--- src/rtl/ws281x_pkg.sv ---
// ws281x_pkg: shared state encoding, default 20 MHz timing and parameter checks
// for the ws281x_tx multi-string pixel transmitter.
package ws281x_pkg;

  typedef enum logic [1:0] {
    IDLE     = 2'd0,
    PREFETCH = 2'd1,
    BIT      = 2'd2,
    LATCH    = 2'd3
  } state_t;

  // Default timing for a 20 MHz pixel clock (50 ns per cycle)
  localparam int DEF_T0H    = 5;
  localparam int DEF_T1H    = 20;
  localparam int DEF_TBIT   = 25;
  localparam int DEF_TRESET = 1000;

  // True when the bit timing is ordered and the pixel width is RGB or RGBW
  function automatic bit cfg_ok(input int bpp, input int t0h, input int t1h, input int tbit);
    return (t0h < t1h) && (t1h < tbit) && ((bpp == 24) || (bpp == 32));
  endfunction

  // Counter width for a range of n values, never below one bit
  function automatic int cw(input int n);
    return (n <= 1) ? 1 : $clog2(n);
  endfunction

endpackage

--- src/rtl/ws281x_chan.sv ---
// ws281x_chan: one LED string. Holds the pixel shift register, the optional
// brightness scaling in the load path (WS281X_BRIGHT_EN) and the registered
// high/low comparator that shapes each bit.
module ws281x_chan
  import ws281x_pkg::*;
#(
  parameter int BPP = 24,
  parameter int CW  = 5,
  parameter int T0H = DEF_T0H,
  parameter int T1H = DEF_T1H
) (
  input  logic           clk,
  input  logic           rst,
  input  logic           load,
  input  logic           shift,
  input  logic           active,
  input  logic [CW-1:0]  cnt,
  input  logic [BPP-1:0] data_in,
`ifdef WS281X_BRIGHT_EN
  input  logic [7:0]     bright,
`endif
  output logic           tx
);

  localparam logic [CW-1:0] T0H_C = CW'(T0H);
  localparam logic [CW-1:0] T1H_C = CW'(T1H);

  logic [BPP-1:0] shreg;
  logic [BPP-1:0] load_word;
  logic           msb;
  logic [CW-1:0]  thr;

`ifdef WS281X_BRIGHT_EN
  // Scale every 8-bit field by (bright+1)/256; bright=255 is identity
  function automatic logic [BPP-1:0] scale_word(input logic [BPP-1:0] w, input logic [7:0] b);
    logic [BPP-1:0] r;
    logic [16:0]    f;
    logic [16:0]    m;
    logic [16:0]    p;
    r = '0;
    m = {9'd0, b} + 17'd1;
    for (int i = 0; i < BPP / 8; i++) begin
      f = {9'd0, w[i*8 +: 8]};
      p = f * m;
      r[i*8 +: 8] = p[15:8];
    end
    return r;
  endfunction

  // Brightness-scaled word presented to the shift register at load time
  always_comb begin
    load_word = scale_word(data_in, bright);
  end
`else
  // Word presented to the shift register at load time, unmodified
  always_comb begin
    load_word = data_in;
  end
`endif

  // Current bit: the freshly loaded word's MSB on the load cycle, else the register's
  always_comb begin
    msb = load ? load_word[BPP-1] : shreg[BPP-1];
    thr = msb ? T1H_C : T0H_C;
  end

  // Shift register (MSB first) and registered serial output
  always_ff @(posedge clk) begin
    if (rst) begin
      shreg <= '0;
      tx    <= 1'b0;
    end else begin
      if (load) begin
        shreg <= load_word;
      end else if (shift) begin
        shreg <= {shreg[BPP-2:0], 1'b0};
      end
      tx <= active & (cnt < thr);
    end
  end

endmodule

--- src/rtl/ws281x_tx.sv ---
// ws281x_tx: multi-channel WS281x transmitter top. FSM, bit/cycle/latch
// counters and pixel RAM address generation; one ws281x_chan per string.
// Optional feature macro: WS281X_BRIGHT_EN adds the bright[7:0] input.
module ws281x_tx
  import ws281x_pkg::*;
#(
  parameter int NCH    = 4,
  parameter int BPP    = 24,
  parameter int ADDR_W = 8,
  parameter int T0H    = DEF_T0H,
  parameter int T1H    = DEF_T1H,
  parameter int TBIT   = DEF_TBIT,
  parameter int TRESET = DEF_TRESET
) (
  input  logic               clk,
  input  logic               rst,
  input  logic               start,
  input  logic [ADDR_W-1:0]  base,
  input  logic [ADDR_W:0]    leds,
  output logic               busy,
  output logic               done,
  output logic [ADDR_W-1:0]  rd_addr,
  input  logic [NCH*BPP-1:0] rd_data,
`ifdef WS281X_BRIGHT_EN
  input  logic [7:0]         bright,
`endif
  output logic [NCH-1:0]     tx_out
);

  localparam int CW = cw(TBIT);
  localparam int BW = cw(BPP);
  localparam int LW = cw(TRESET);
  localparam int RW = ADDR_W + 1;

  localparam logic [CW-1:0] CNT_LAST = CW'(TBIT - 1);
  localparam logic [BW-1:0] BIT_LAST = BW'(BPP - 1);
  localparam logic [LW-1:0] LAT_LAST = LW'(TRESET - 1);

  if (!cfg_ok(BPP, T0H, T1H, TBIT) || (NCH < 1) || (NCH > 16)) begin : g_cfg_err
    $error("ws281x_tx: invalid timing, pixel width or channel count");
  end

  state_t             state, state_nx;
  logic [CW-1:0]      cnt, cnt_nx;
  logic [BW-1:0]      bit_idx, bit_nx;
  logic [LW-1:0]      lat_cnt, lat_nx;
  logic [RW-1:0]      remaining, rem_nx;
  logic [ADDR_W-1:0]  addr_nx;
  logic               busy_nx, done_nx;
  logic               load, shift, active;

  // State register
  always_ff @(posedge clk) begin
    if (rst) begin
      state <= IDLE;
    end else begin
      state <= state_nx;
    end
  end

  // Next state, counter updates and per-string load/shift strobes
  always_comb begin
    state_nx = state;
    cnt_nx   = cnt;
    bit_nx   = bit_idx;
    lat_nx   = lat_cnt;
    rem_nx   = remaining;
    addr_nx  = rd_addr;
    busy_nx  = busy;
    done_nx  = 1'b0;
    load     = 1'b0;
    shift    = 1'b0;
    active   = 1'b0;
    case (state)
      IDLE: begin
        busy_nx = 1'b0;
        // A start coinciding with the done pulse is dropped
        if (start && !done) begin
          addr_nx = base;
          rem_nx  = leds;
          if (leds == '0) begin
            done_nx = 1'b1;
          end else begin
            busy_nx  = 1'b1;
            state_nx = PREFETCH;
          end
        end else begin
          state_nx = IDLE;
        end
      end
      PREFETCH: begin
        cnt_nx   = '0;
        bit_nx   = '0;
        state_nx = BIT;
      end
      BIT: begin
        active = 1'b1;
        // Load at the very start of each pixel; the next address then has a whole pixel to settle
        load = (cnt == '0) && (bit_idx == '0);
        if (load) begin
          addr_nx = rd_addr + ADDR_W'(1);
        end else begin
          addr_nx = rd_addr;
        end
        if (cnt == CNT_LAST) begin
          cnt_nx = '0;
          shift  = 1'b1;
          if (bit_idx == BIT_LAST) begin
            bit_nx = '0;
            rem_nx = remaining - RW'(1);
            if (remaining == RW'(1)) begin
              lat_nx   = '0;
              state_nx = LATCH;
            end else begin
              state_nx = BIT;
            end
          end else begin
            bit_nx = bit_idx + BW'(1);
          end
        end else begin
          cnt_nx = cnt + CW'(1);
        end
      end
      LATCH: begin
        if (lat_cnt == LAT_LAST) begin
          done_nx  = 1'b1;
          busy_nx  = 1'b0;
          state_nx = IDLE;
        end else begin
          lat_nx = lat_cnt + LW'(1);
        end
      end
      default: begin
        state_nx = IDLE;
      end
    endcase
  end

  // Datapath registers: counters, address and status outputs
  always_ff @(posedge clk) begin
    if (rst) begin
      cnt       <= '0;
      bit_idx   <= '0;
      lat_cnt   <= '0;
      remaining <= '0;
      rd_addr   <= '0;
      busy      <= 1'b0;
      done      <= 1'b0;
    end else begin
      cnt       <= cnt_nx;
      bit_idx   <= bit_nx;
      lat_cnt   <= lat_nx;
      remaining <= rem_nx;
      rd_addr   <= addr_nx;
      busy      <= busy_nx;
      done      <= done_nx;
    end
  end

  for (genvar k = 0; k < NCH; k++) begin : g_chan
    ws281x_chan #(
      .BPP (BPP),
      .CW  (CW),
      .T0H (T0H),
      .T1H (T1H)
    ) u_chan (
      .clk     (clk),
      .rst     (rst),
      .load    (load),
      .shift   (shift),
      .active  (active),
      .cnt     (cnt),
      .data_in (rd_data[k*BPP +: BPP]),
`ifdef WS281X_BRIGHT_EN
      .bright  (bright),
`endif
      .tx      (tx_out[k])
    );
  end

endmodule

--- config.mk ---
export PLATFORM = sky130hd
export DESIGN_NAME = ws281x_tx
export DESIGN_NICKNAME = d
export VERILOG_FILES = /design/src/rtl/ws281x_pkg.sv /design/src/rtl/ws281x_chan.sv /design/src/rtl/ws281x_tx.sv
export SDC_FILE = /design/constraint.sdc
export NUM_CORES = 1
export LEC_CHECK = 0
export ABC_CLOCK_PERIOD_IN_PS = 4400
export CELL_PAD_IN_SITES_DETAIL_PLACEMENT = 1
export CELL_PAD_IN_SITES_GLOBAL_PLACEMENT = 2
export CORE_MARGIN = 10
export CORE_UTILIZATION = 34
export CTS_BUF_LIST = sky130_fd_sc_hd__clkbuf_4 sky130_fd_sc_hd__clkbuf_8
export CTS_CLUSTER_DIAMETER = 60
export DETAILED_ROUTE_END_ITERATION = 8
export GPL_TIMING_DRIVEN = 1
export PLACE_DENSITY = 0.85
export SYNTH_ARGS = -nofsm -noshare
export SYNTH_HDL_FRONTEND = slang
export SYNTH_SLANG_ARGS = --single-unit
--- constraint.sdc ---
create_clock -name clk -period 4.4 [get_ports clk]
set_clock_uncertainty 0.15 [all_clocks]
set_input_delay 0.44 -clock clk [delete_from_list [all_inputs] [get_ports clk]]
set_output_delay 0.44 -clock clk [all_outputs]
set_load 0.01 [all_outputs]
### Yosys cells after proc, flatten, opt, wreduce, memory -nomap -nowiden

Cells that the tools add are included.

* register bits after elaboration: 141
* latch bits: 0
* bits in writable memories: 0
* memory bits (read-only): 0
* bits of input ports: 116
* memories: 0

* $add $sub $neg: 5
* $mul: 0
* div/mod/pow operators: 0
* magnitude comparators: 4
* equality and inequality tests: 15
* shift operators: 0
* mux-type cells: 52
* bitwise operators: 4
* reduce and logical (&&, ||, !) cells: 18

Operators with widths (number)
* 24-bit two-way mux: 8
* 10-bit two-way mux: 4
* 5-bit two-way mux: 7
* 9-bit two-way mux: 3
* 5-bit less-than comparator: 4
* 10-bit case mux with 2 select lines: 1
* 5-bit case mux with 2 select lines: 2
* 9-bit case mux with 2 select lines: 1
* 8-bit two-way mux: 2
* 8-bit case mux with 2 select lines: 1
* 1-bit two-way mux: 15
* 2-bit != test, second input constant: 7
* 10-bit by 1-bit adder with 10-bit output, second input constant: 1
* 5-bit by 1-bit adder with 5-bit output, second input constant: 2
* 10-bit equality test, second input constant: 1
* 5-bit equality test, second input constant: 2
* 5-bit logical NOT: 2
* 2-bit two-way mux: 5
* 2-bit nonzero test: 5
* 9-bit by 1-bit equality test with 1-bit output, second input constant: 1
* 9-bit logical NOT: 1
* 9-bit by 1-bit subtractor with 9-bit output, second input constant: 1
* 8-bit by 1-bit adder with 8-bit output, second input constant: 1
* 2-bit case mux with 4 select lines: 1
* other kinds (12): 20

### Logic depth before layout (Yosys ltp)

Gate-level depths: netlist of the first run.

* depth in word-level cells: 7
* gate-level depth with buffers: 12
* depth with buffers taken out: 8

### Hierarchy

Synthesis of the first run repeated with hierarchy kept, for this count alone.

* cell total of the unflattened synthesis: 769
* area, all modules: 7827.5 um^2

Modules (own cells, without submodules)
* ws281x_chan: times used 4, cells each 112, area each 1308.8 um^2
* ws281x_tx: times used 1, cells each 321, area each 2592.5 um^2

### Worst setup path after synthesis of the first run

OpenSTA, ideal clock, no wires.

* path type: flip-flop to flip-flop
* from: reg cnt[0]
* to: reg g_chan[0].u_chan.tx
* arrival time: 2.270 ns
* data required time: 4.176 ns
* slack: 1.906 ns
* cell stages (with the launch flop): 12
* path through: dfxtp_1 > inv_1 > ha_1 > nor4b_2 > nand3_1 > buf_2 > buf_6 > buf_2 > a21boi_1 > ha_1 > a211o_1 > a31oi_1

* word-level cells in the longest chain between the ends: 7

Ends and longest elaborated chain
* from (decl): RTL line ws281x_tx.sv:44 `logic [CW-1:0] cnt, cnt_nx;`
* from (signal assigned): RTL line ws281x_tx.sv:150 `cnt <= cnt_nx;`
* 5-bit logical NOT: RTL line ws281x_tx.sv:99 `load = (cnt == '0) && (bit_idx == '0);`
* 1-bit logical AND: RTL line ws281x_tx.sv:99
* 1-bit two-way mux: RTL line ws281x_tx.sv:74 `case (state)`
* 1-bit two-way mux: RTL line ws281x_chan.sv:63 `msb = load ? load_word[BPP-1] : shreg[BPP-1];`
* 5-bit two-way mux: RTL line ws281x_chan.sv:64 `thr = msb ? T1H_C : T0H_C;`
* 5-bit less-than comparator *: RTL line ws281x_chan.sv:78 `tx <= active & (cnt < thr);`
* 1-bit AND *: RTL line ws281x_chan.sv:78
* to (signal assigned): RTL line ws281x_chan.sv:78
* to (decl): RTL line ws281x_chan.sv:22 `output logic tx`

Every way passes the cells marked *; elsewhere a longest branch is shown, timed or not.
A chain may end at the register's enable or synchronous reset.

### Final worst setup path of the first run

* from: reg state[0]
* to: reg g_chan[1].u_chan.shreg[7]

* word-level cells in the longest chain between the ends: 3

Ends and longest elaborated chain
* from (decl): RTL line ws281x_tx.sv:43 `state_t state, state_nx;`
* from (signal assigned): RTL line ws281x_tx.sv:57 `state <= state_nx;`
* 2-bit equality test *: RTL line ws281x_tx.sv:74
* 1-bit two-way mux: RTL line ws281x_tx.sv:74
* 24-bit two-way mux / 2-bit nonzero test (equally long branches)
* to (signal assigned): RTL line ws281x_chan.sv:74 `shreg <= load_word;`
* to (signal assigned): RTL line ws281x_chan.sv:76 `shreg <= {shreg[BPP-2:0], 1'b0};`
* to (decl): RTL line ws281x_chan.sv:28 `logic [BPP-1:0] shreg;`

Marks and branches as above.

==> results of run 1 <==
## per-stage QoR
step                      instance area, µm²  power [mW]  setup slack (ns)  instances
final                                   8900       4.910             1.335       1263
after global routing                    8895       5.290             1.017       1261
after CTS                               8895       4.971             1.351       1261
after detailed placement                8471       3.807             1.369       1229
after global placement                  8471       3.754             1.513       1229
after floorplan                         7072       3.233             1.906        896
## final cells by class
class | instances | area [µm²]
inverter | 21 | 78.83
clock buffer | 18 | 241.5
antenna | 2 | 5.005
fill | 2474 | 11460
sequential | 141 | 2823
tap | 270 | 337.8
timing repair buffer | 138 | 1369
multi-input combinational | 659 | 3862
clock inverter | 14 | 182.7
## cells in the final DEF, fill, tap and decap left out, types with 5 or more instances in the layout
cell type / n
a211oi_1: 10
a21oi_1: 27
a311oi_1: 92
a31oi_1: 15
buf_4: 9
clkbuf_8: 17
clkdlybuf4s50_1: 128
clkinvlp_4: 5
dfxtp_1: 141
ha_1: 16
inv_1: 20
inv_6: 5
nand2_1: 210
nand2b_1: 8
nand3_1: 21
nand4_1: 13
nand4b_1: 6
nor2_1: 106
nor3_1: 8
nor4_1: 7
o211ai_1: 6
o21ai_0: 15
o31ai_1: 6
## worst max-delay path: cells and delay by family (launching register included)
kind	cells	cell delay [ns]
and+or+nand+nor	3	0.48
adders and majority gates	1	0.35
buffers and inverters	3	1.26
AOI/OAI and AO/OA	1	0.30
DFF	1	0.38
## metal layers
layer | up-vias | GRT usage [%] | wire, µm | part of all wire [%]
met2 | 132 | 25.10 | 10080 | 46
met4 | 0 | 3.574 | 132 | 0.60
met5 | - | 0 | 0 | 0
li1 | 3419 | - | - | -
met3 | 13 | 4.581 | 1214 | 5.5
met1 | 3323 | 21.53 | 10560 | 48
## kinds of logic after synthesis
family          after synthesis  share of synthesized area (%)
simple gates                416                          26.45
fa+ha+maj                    16                          2.831
flops                       141                          39.92
compound gates              217                          23.67
buf+inv                      96                          5.750
xor+xnor                      4                         0.4955
mux                           6                         0.8846
## worst max path at each step
stage | start | endpoint | slack [ns]
after global routing | state[0] | g_chan[1].u_chan.shreg[6] | 1.02
after floorplan | cnt[0] | g_chan[0].u_chan.tx | 1.91
final | state[0] | g_chan[1].u_chan.shreg[7] | 1.34
after detailed placement | state[0] | g_chan[1].u_chan.shreg[7] | 1.37
after CTS | state[0] | g_chan[1].u_chan.shreg[7] | 1.35
after global placement | state[0] | g_chan[2].u_chan.shreg[18] | 1.51
## state kept, by name, summed over array words and instances, names as in the netlist
register / flops
state: 2
lat_cnt: 10
rd_addr: 8
busy: 1
done: 1
g_chan.u_chan.tx: 4
cnt: 5
g_chan.u_chan.shreg: 96
remaining: 9
bit_idx: 5
## cells in the mapped netlist (4+ instances only)
library cell	number	area, µm²
dfxtp_1	141	2823
a211o_1	4	35.03
nand4_1	13	81.33
nand2b_1	8	50.05
o21ai_1	4	20.02
a21oi_1	27	135.1
buf_1	6	22.52
nor3_1	8	40.04
clkbuf_1	52	195.2
o32ai_1	4	35.03
buf_4	5	37.54
o211ai_1	6	45.04
nor4_1	7	43.79
a32o_1	4	40.04
buf_2	10	50.05
a211oi_1	10	75.07
nand2_1	210	788.3
nand4b_1	6	52.55
o21ai_0	15	75.07
ha_1	16	200.2
a31oi_1	15	93.84
inv_1	20	75.07
o31ai_1	6	45.04
or4_1	4	30.03
a21boi_1	4	30.03
nor2_1	107	401.6
nand3_1	22	110.1
mux2i_1	4	40.04
a311oi_1	92	805.8
## power groups by stage
| stage | Combinational (mW) | Clock (mW) | Sequential (mW) |
|---|---|---|---|
| global route | 2.05 | 1.23 | 2.01 |
| CTS | 1.84 | 1.18 | 1.95 |
| finish | 1.82 | 1.13 | 1.95 |
| floorplan | 1.31 | 0 | 1.92 |
| detailed placement | 1.83 | 0 | 1.97 |
| global placement | 1.78 | 0 | 1.97 |
==> key figures, run 1 <==
STA
  • Setup Viol. Count Final: 0
  • RSZ-0062 raised after global routing: no
  • Slew HR: 26.27%
  • Final hold slack: 0.2964 ns
  • Final hold violations: 0
  • Setup TNS: 0 ns
  • Max-slew violation count: 0
  • F_max: 326.3 MHz
  • Tcrit/Tclk final: 69.65%
  • Tmin final: 3.065 ns
  • Tightest Pin Transition: 1.106 ns

Power and ir drop
  • Switching power: 1.885 mW
  • Int Pwr: 3.025 mW
  • Sw frac: 38.39%
  • P_leak: 2.948 nW
  • Flop pwr share: 39.8%
  • P per Cell Area: 551.7 nW/µm²
  • Combinational share of power: 37.1%
  • Clock Power Share: 23.1%
  • Max VDD drop: 197.3 µV

Detailed routing
  • Routed WL per cell: 17.41 µm
  • Routed WL: 22.00 mm
  • Detailed Routing Iterations Pass 1: 4
  • DRC: 0
  • Antenna Nets Post-Route: 0
  • Vias per cell: 5.453
  • Vias: 6,887
  • DR iter-0 viols: 368

Global route
  • Pin count of the biggest net entering global routing: 97
  • Initial antenna violation count: 2
  • First-pass GRT wire length: 36.11 mm
  • GRT Resource Usage Total: 16.09%
  • Grt ovf: 0
  • Vias in the first global route: 7,068

Floorplan
  • Vert. Die Dim: 164.2 µm
  • Core area: 20,360 µm²
  • I/O pin count: 130
  • Initial Util: 34.73%
  • Die width: 164.2 µm
  • Cell Rows: 52
  • Die area: 26,970 µm²

Critical path
  • Reg-to-reg slack, setup: 1.34 ns
  • CP Max Fanout: 83
  • Slowest stage cell, crit path: buf_4
  • Worst R2R Path Depth: 8
  • CP arrival: 3.26 ns
  • Critical-path cell list: inv_1 -> ha_1 -> nor2b_1 -> nand3_4 -> buf_4 -> buf_4 -> nor2_1 -> a311oi_1
  • Max stage delay on crit path: 0.75 ns
  • CP required: 4.60 ns
  • CP Launch Type: flop
  • Worst R2R End: g_chan[1].u_chan.shreg[7]
  • FF-to-FF Start: state[0]
  • Most used cell, CP: buf_4
  • CP Capture Type: flop
  • WS Path Type: flop to flop

Clock network
  • CTS resizes: 0
  • Clk root buf: clkbuf_8
  • Longest Clk Path Bufs: 2
  • Clock transition at path regs: 0.09 ns
  • CTS Buf Count: 17
  • Post-CTS Hold Fix Bufs: 0
  • Post-CTS Setup Bufs: 0
  • CTS sink count: 141
  • Clock Latency Late Sink: 0.45 ns
  • CTS tree: built
  • H-tree levels: 4

Logic synthesis
  • Async SR Flop Fraction: 0%
  • Synth Flop Type: dfxtp_1
  • Yosys warns: 0
  • Post-Syn Nets: 1,028
  • Seq/Total Area, Yosys: 39.92%
  • Synth Cell Area: 7072 µm²
  • Seq cells post-synth: 141
  • Distinct cell type count after synthesis: 72
  • Synth Area per Inst: 7.893 µm²
  • EDFF count, synth: 0
  • Syn Inst Count: 896

Cells and area
  • Layout Nets: 1,110
  • Final core occ: 43.70%
  • Share of cells above drive strength 1: 6.357%
  • P&R area growth vs syn: 25.85%

Min path
  • HP Class: primary input to flop
  • Hold Crit Endpoint: busy
  • WHS Path Cells: 2
  • Hold path startpoint: rst

Placement
  • RePlAce Congestion: 0.8040
  • PortBufs: 129
  • HPWL after DPL: 14.83 mm

Outcome
  • Status: completed

Flow run
  • # Max-Cap Violations: 0
(Power assumes the default switching activity.)
==> inputs of run 2 (changes only) <==
- ABC_CLOCK_PERIOD_IN_PS: 4400 -> 3150
- CORE_UTILIZATION: 34 -> 31
- PLACE_DENSITY: 0.85 -> 0.78
- clock period: 4.4 -> 3.15 ns (I/O delays scaled with it)
==> run 2 against run 1 <==
Setup slack got worse by 0.74 ns; critical endpoint is now g_chan[2].u_chan.shreg[6]; combinational power increased by 42%; utilization decreased by 3.9 points; final area increased by 0.87%; via count decreased by 0.12%; hold slack got worse by 0.11 ns; highest routed layer is now met5; clock power increased by 36%; register-to-register slack got worse by 0.74 ns; routed wire length increased by 0.42%; power increased by 40%.
==> key figures, run 2 (synthesis gave the netlist of run 1 again) <==
Detailed routing
  • Routed WL per cell: 17.23 µm
  • DR iter-0 viols: 403
  • Detailed Routing Iterations Pass 1: 4
  • Vias: 6,879
  • Antenna Nets Post-Route: 0
  • DRC: 0
  • Vias per cell: 5.366
  • Routed WL: 22.09 mm

Cells and area
  • Finished Layout Cells: 1,282
  • Share of cells above drive strength 1: 6.827%
  • Final Cell Area: 8977 µm²
  • P&R area growth vs syn: 26.95%
  • Most common cell after layout, fill and taps aside: nand2_1
  • Layout Nets: 1,115
  • Largest Register: g_chan.u_chan.shreg
  • Most frequent cells in the layout: nand2_1, dfxtp_1, clkdlybuf4s50_1
  • Flip-flop count of the largest register after layout: 96
  • Top flop regs: g_chan.u_chan.shreg x96, lat_cnt x10, remaining x9

Power and ir drop
  • P per Cell Area: 764.2 nW/µm²
  • Max VDD drop: 460.7 µV
  • P_leak: 2.992 nW
  • Design Power: 6.860 mW

Critical path
  • WS Path Type: flop to flop
  • CP required: 3.35 ns
  • CP Capture Type: flop
  • CP Launch Type: flop
  • CP arrival: 2.75 ns
  • CP Max Fanout: 186

STA
  • Final hold violations: 0
  • Slew HR: 46.58%
  • Tcrit/Tclk final: 81.01%
  • Setup Viol. Count Final: 0
  • Max-slew violation count: 0
  • Tightest Pin Transition: 0.8013 ns
  • Slack of the critical path: 0.5982 ns
  • RSZ-0062 raised after global routing: no
  • Setup TNS: 0 ns
  • Tmin final: 2.552 ns
  • F_max: 391.9 MHz

Clock network
  • H-tree levels: 4
  • Post-CTS Hold Fix Bufs: 0
  • CTS sink count: 141
  • Post-CTS Setup Bufs: 0
  • Clock Latency Late Sink: 0.45 ns
  • Clock transition at path regs: 0.09 ns
  • CTS tree: built
  • Clk root buf: clkbuf_8
  • Longest Clk Path Bufs: 2
  • CTS Buf Count: 17
  • CTS resizes: 0

Outcome
  • Status: completed

Placement
  • Setup Slack @ Placement: 0.6309 ns
  • Inst Count DP: 1,249
  • Area post-placement: 8564 µm²
  • PortBufs: 129
  • RePlAce Congestion: 0.7686
  • HPWL after DPL: 14.95 mm

Global route
  • Grt ovf: 0
  • First-pass GRT wire length: 36.02 mm
  • GRT Resource Usage Total: 14.93%
  • Vias in the first global route: 6,965
  • Pin count of the biggest net entering global routing: 187
  • Initial antenna violation count: 2

Floorplan
  • Die area: 29,250 µm²
  • Cell Rows: 55
  • I/O pin count: 130
  • Die width: 171.0 µm
  • Vert. Die Dim: 171.0 µm
  • Core area: 22,570 µm²
  • Initial Util: 31.33%

Min path
  • HP Class: primary input to flop

Flow run
  • # Max-Cap Violations: 0
## run 2: path summary, 6_finish.rpt
kind                                                start                        end  slack, ns  depth (start not counted)
worst max-delay path                               cnt[0]  g_chan[2].u_chan.shreg[6]       0.60                          6
worst min-delay path                                  rst                 rd_addr[4]       0.19                          4
worst max register to register                     cnt[0]  g_chan[2].u_chan.shreg[6]       0.60                          6
worst min register to register  g_chan[2].u_chan.shreg[1]  g_chan[2].u_chan.shreg[2]       0.32                          2
## run 2: routing by layer
layer | vias up | GRT usage (%) | share of wire, % | wire [µm]
li1 | 3436 | - | - | -
met1 | 3298 | 19.53 | 48 | 10710
met2 | 123 | 23.73 | 46 | 10060
met3 | 20 | 3.825 | 4.9 | 1076
met4 | 2 | 4.159 | 1.0 | 225
met5 | - | 0 | 0.059 | 13
## run 2: cell type report
cell class	count	area (µm²)
fillers	2707	13590
multi-input cells	659	3862
flip-flops and latches	141	2823
repair buffers	143	1444
well taps	285	356.6
clock buffers	17	234.0
clock inverters	15	176.4
inverters	21	78.83
diodes	1	2.502
## run 2: per-stage QoR
stage | util (%) | hold slack (ns)
after global routing | 39.76 | 0.1991
after global placement | 37.94 | 0.3105
after detailed placement | 37.94 | 0.3138
after floorplan | - | 0.2981
final | 39.77 | 0.1896
after CTS | 39.76 | 0.1570
## run 2: worst max-delay path, cell delays in order, from the launching register on
cell      delay (ns)
dfxtp_1         0.35
inv_1           0.17
ha_1            0.22
nor4b_2         0.52
nand3_4         0.19
buf_12          0.32
a311oi_1        0.39
## run 2: where the power goes
part           internal, mW  total [mW]  leakage, nW  switching (mW)
logic                  1.09        2.59         1.64            1.50
registers              2.36        2.73         1.15           0.368
clock network         0.733        1.54        0.202           0.809
total                  4.19        6.86         2.99            2.67
==> inputs of run 3 (changes only) <==
- ABC_CLOCK_PERIOD_IN_PS: 3150 -> 2300
- CORE_UTILIZATION: 31 -> 28
- PLACE_DENSITY: 0.78 -> 0.75
- clock period: 3.15 -> 2.3 ns (I/O delays scaled with it)
==> run 3 against run 2 <==
Critical path depth up 2; combinational power increased by 49%; highest routed layer is now met4; power rose by 39%; utilization down 2.3 points; hold slack worse by 0.0082 ns; largest cell class unchanged.
==> key figures, run 3 (synthesis gave the netlist of run 1 again) <==
Clock network
  • Clock Latency Late Sink: 0.44 ns
  • Clock transition at path regs: 0.09 ns
  • CTS tree: built
  • Clk root buf: clkbuf_8
  • CTS Buf Count: 17
  • Longest Clk Path Bufs: 2
  • CTS sink count: 141
  • H-tree levels: 4

STA
  • Tightest Pin Transition: 0.5494 ns
  • Setup TNS: 0 ns
  • Slew HR: 63.37%
  • Final hold violations: 0
  • Max-slew violation count: 0
  • Tcrit/Tclk final: 95.31%
  • RSZ-0062 raised after global routing: yes
  • Setup Viol. Count Final: 0
  • Slack of the critical path: 0.1079 ns
  • Final hold slack: 0.1814 ns
  • F_max: 456.2 MHz
  • Tmin final: 2.192 ns

Cells and area
  • Largest Register: g_chan.u_chan.shreg
  • Layout Nets: 1,146
  • P&R area growth vs syn: 32.68%
  • Most frequent cells in the layout: nand2_1, dfxtp_1, clkdlybuf4s50_1
  • Final core occ: 37.48%
  • Share of cells above drive strength 1: 10.42%
  • Most common cell after layout, fill and taps aside: nand2_1
  • Flip-flop count of the largest register after layout: 96
  • Top flop regs: g_chan.u_chan.shreg x96, lat_cnt x10, remaining x9

Placement
  • Setup Slack @ Placement: 0.01972 ns
  • RePlAce Congestion: 0.7748
  • PortBufs: 129
  • HPWL after DPL: 16.20 mm

Detailed routing
  • Antenna Nets Post-Route: 0
  • Vias: 6,949
  • Vias per cell: 5.110
  • Routed WL: 23.22 mm
  • DR iter-0 viols: 346
  • DRC: 0
  • Routed WL per cell: 17.07 µm
  • Detailed Routing Iterations Pass 1: 5

Floorplan
  • Die area: 32,010 µm²
  • Vert. Die Dim: 178.9 µm
  • Die width: 178.9 µm
  • Cell Rows: 58
  • Initial Util: 28.25%
  • I/O pin count: 130
  • Core area: 25,040 µm²

Critical path
  • WS Path Type: flop to flop
  • CP Max Fanout: 136
  • CP Capture Type: flop
  • Worst R2R Path Depth: 8
  • CP Launch Type: flop
  • CP required: 2.49 ns
  • CP arrival: 2.38 ns

Global route
  • Pin count of the biggest net entering global routing: 137
  • Grt ovf: 0
  • First-pass GRT wire length: 37.70 mm
  • GRT Resource Usage Total: 14.33%
  • Vias in the first global route: 7,194
  • Initial antenna violation count: 3

Outcome
  • Status: completed

Min path
  • HP Class: primary input to flop
  • WHS Path Cells: 3

Power and ir drop
  • P_leak: 3.178 nW
  • Max VDD drop: 660.8 µV
  • Design Power: 9.513 mW
  • P per Cell Area: 1014 nW/µm²

Flow run
  • # Max-Cap Violations: 0
==> run 3: timing repair <==
action,CTS,global route
resized for setup,0,8
hold buffers,1,0
hold endpoints to repair,3,0
setup endpoints to repair,0,43
buffers inserted,0,3
==> run 3: routing by layer <==
| layer | GRT usage [%] | part of all wire (%) | up-vias |
|---|---|---|---|
| met4 | 3.548 | 0.79 | 0 |
| li1 | - | - | 3498 |
| met2 | 22.31 | 45 | 108 |
| met5 | 0 | 0 | - |
| met1 | 19.37 | 49 | 3331 |
| met3 | 3.623 | 4.6 | 12 |
==> run 3: worst max-delay path, stage by stage, from the launching register on <==
cell      delay [ns]
dfxtp_1         0.34
inv_1           0.06
ha_1            0.21
nor3b_2         0.16
buf_4           0.16
nand3_4         0.14
buf_16          0.39
nor2_1          0.08
a311oi_1        0.29
==> run 3: worst paths after layout <==
| path | from | slack (ns) | endpoint |
|---|---|---|---|
| min reg2reg | g_chan[3].u_chan.shreg[11] | 0.32 | g_chan[3].u_chan.shreg[12] |
| max reg2reg | bit_idx[0] | 0.11 | g_chan[3].u_chan.shreg[18] |
| max | bit_idx[0] | 0.11 | g_chan[3].u_chan.shreg[18] |
| min | rd_data[72] | 0.18 | g_chan[3].u_chan.shreg[0] |
==> run 3: final cells by class <==
cell class	count	area (µm²)
multi-input combinational	659	3916
fill	2982	15650
tap	330	412.9
sequential	141	2824
inverter	21	81.33
clock buffer	18	241.5
clock inverter	14	121.4
antenna	3	7.507
timing repair buffer	174	1778
==> run 3: power by group <==
part	switching, mW	leakage [nW]	internal [mW]
clock	1.13	0.178	0.798
combinational	2.14	1.85	1.70
sequential	0.507	1.15	3.23
total	3.78	3.18	5.73
==> run 3: stage by stage <==
step,std cells,cell area (µm²)
3_5_place_dp,1321,8929
3_3_place_gp,1321,8929
6_report,1360,9383
4_1_cts,1354,9301
5_1_grt,1357,9375
2_1_floorplan,896,7121
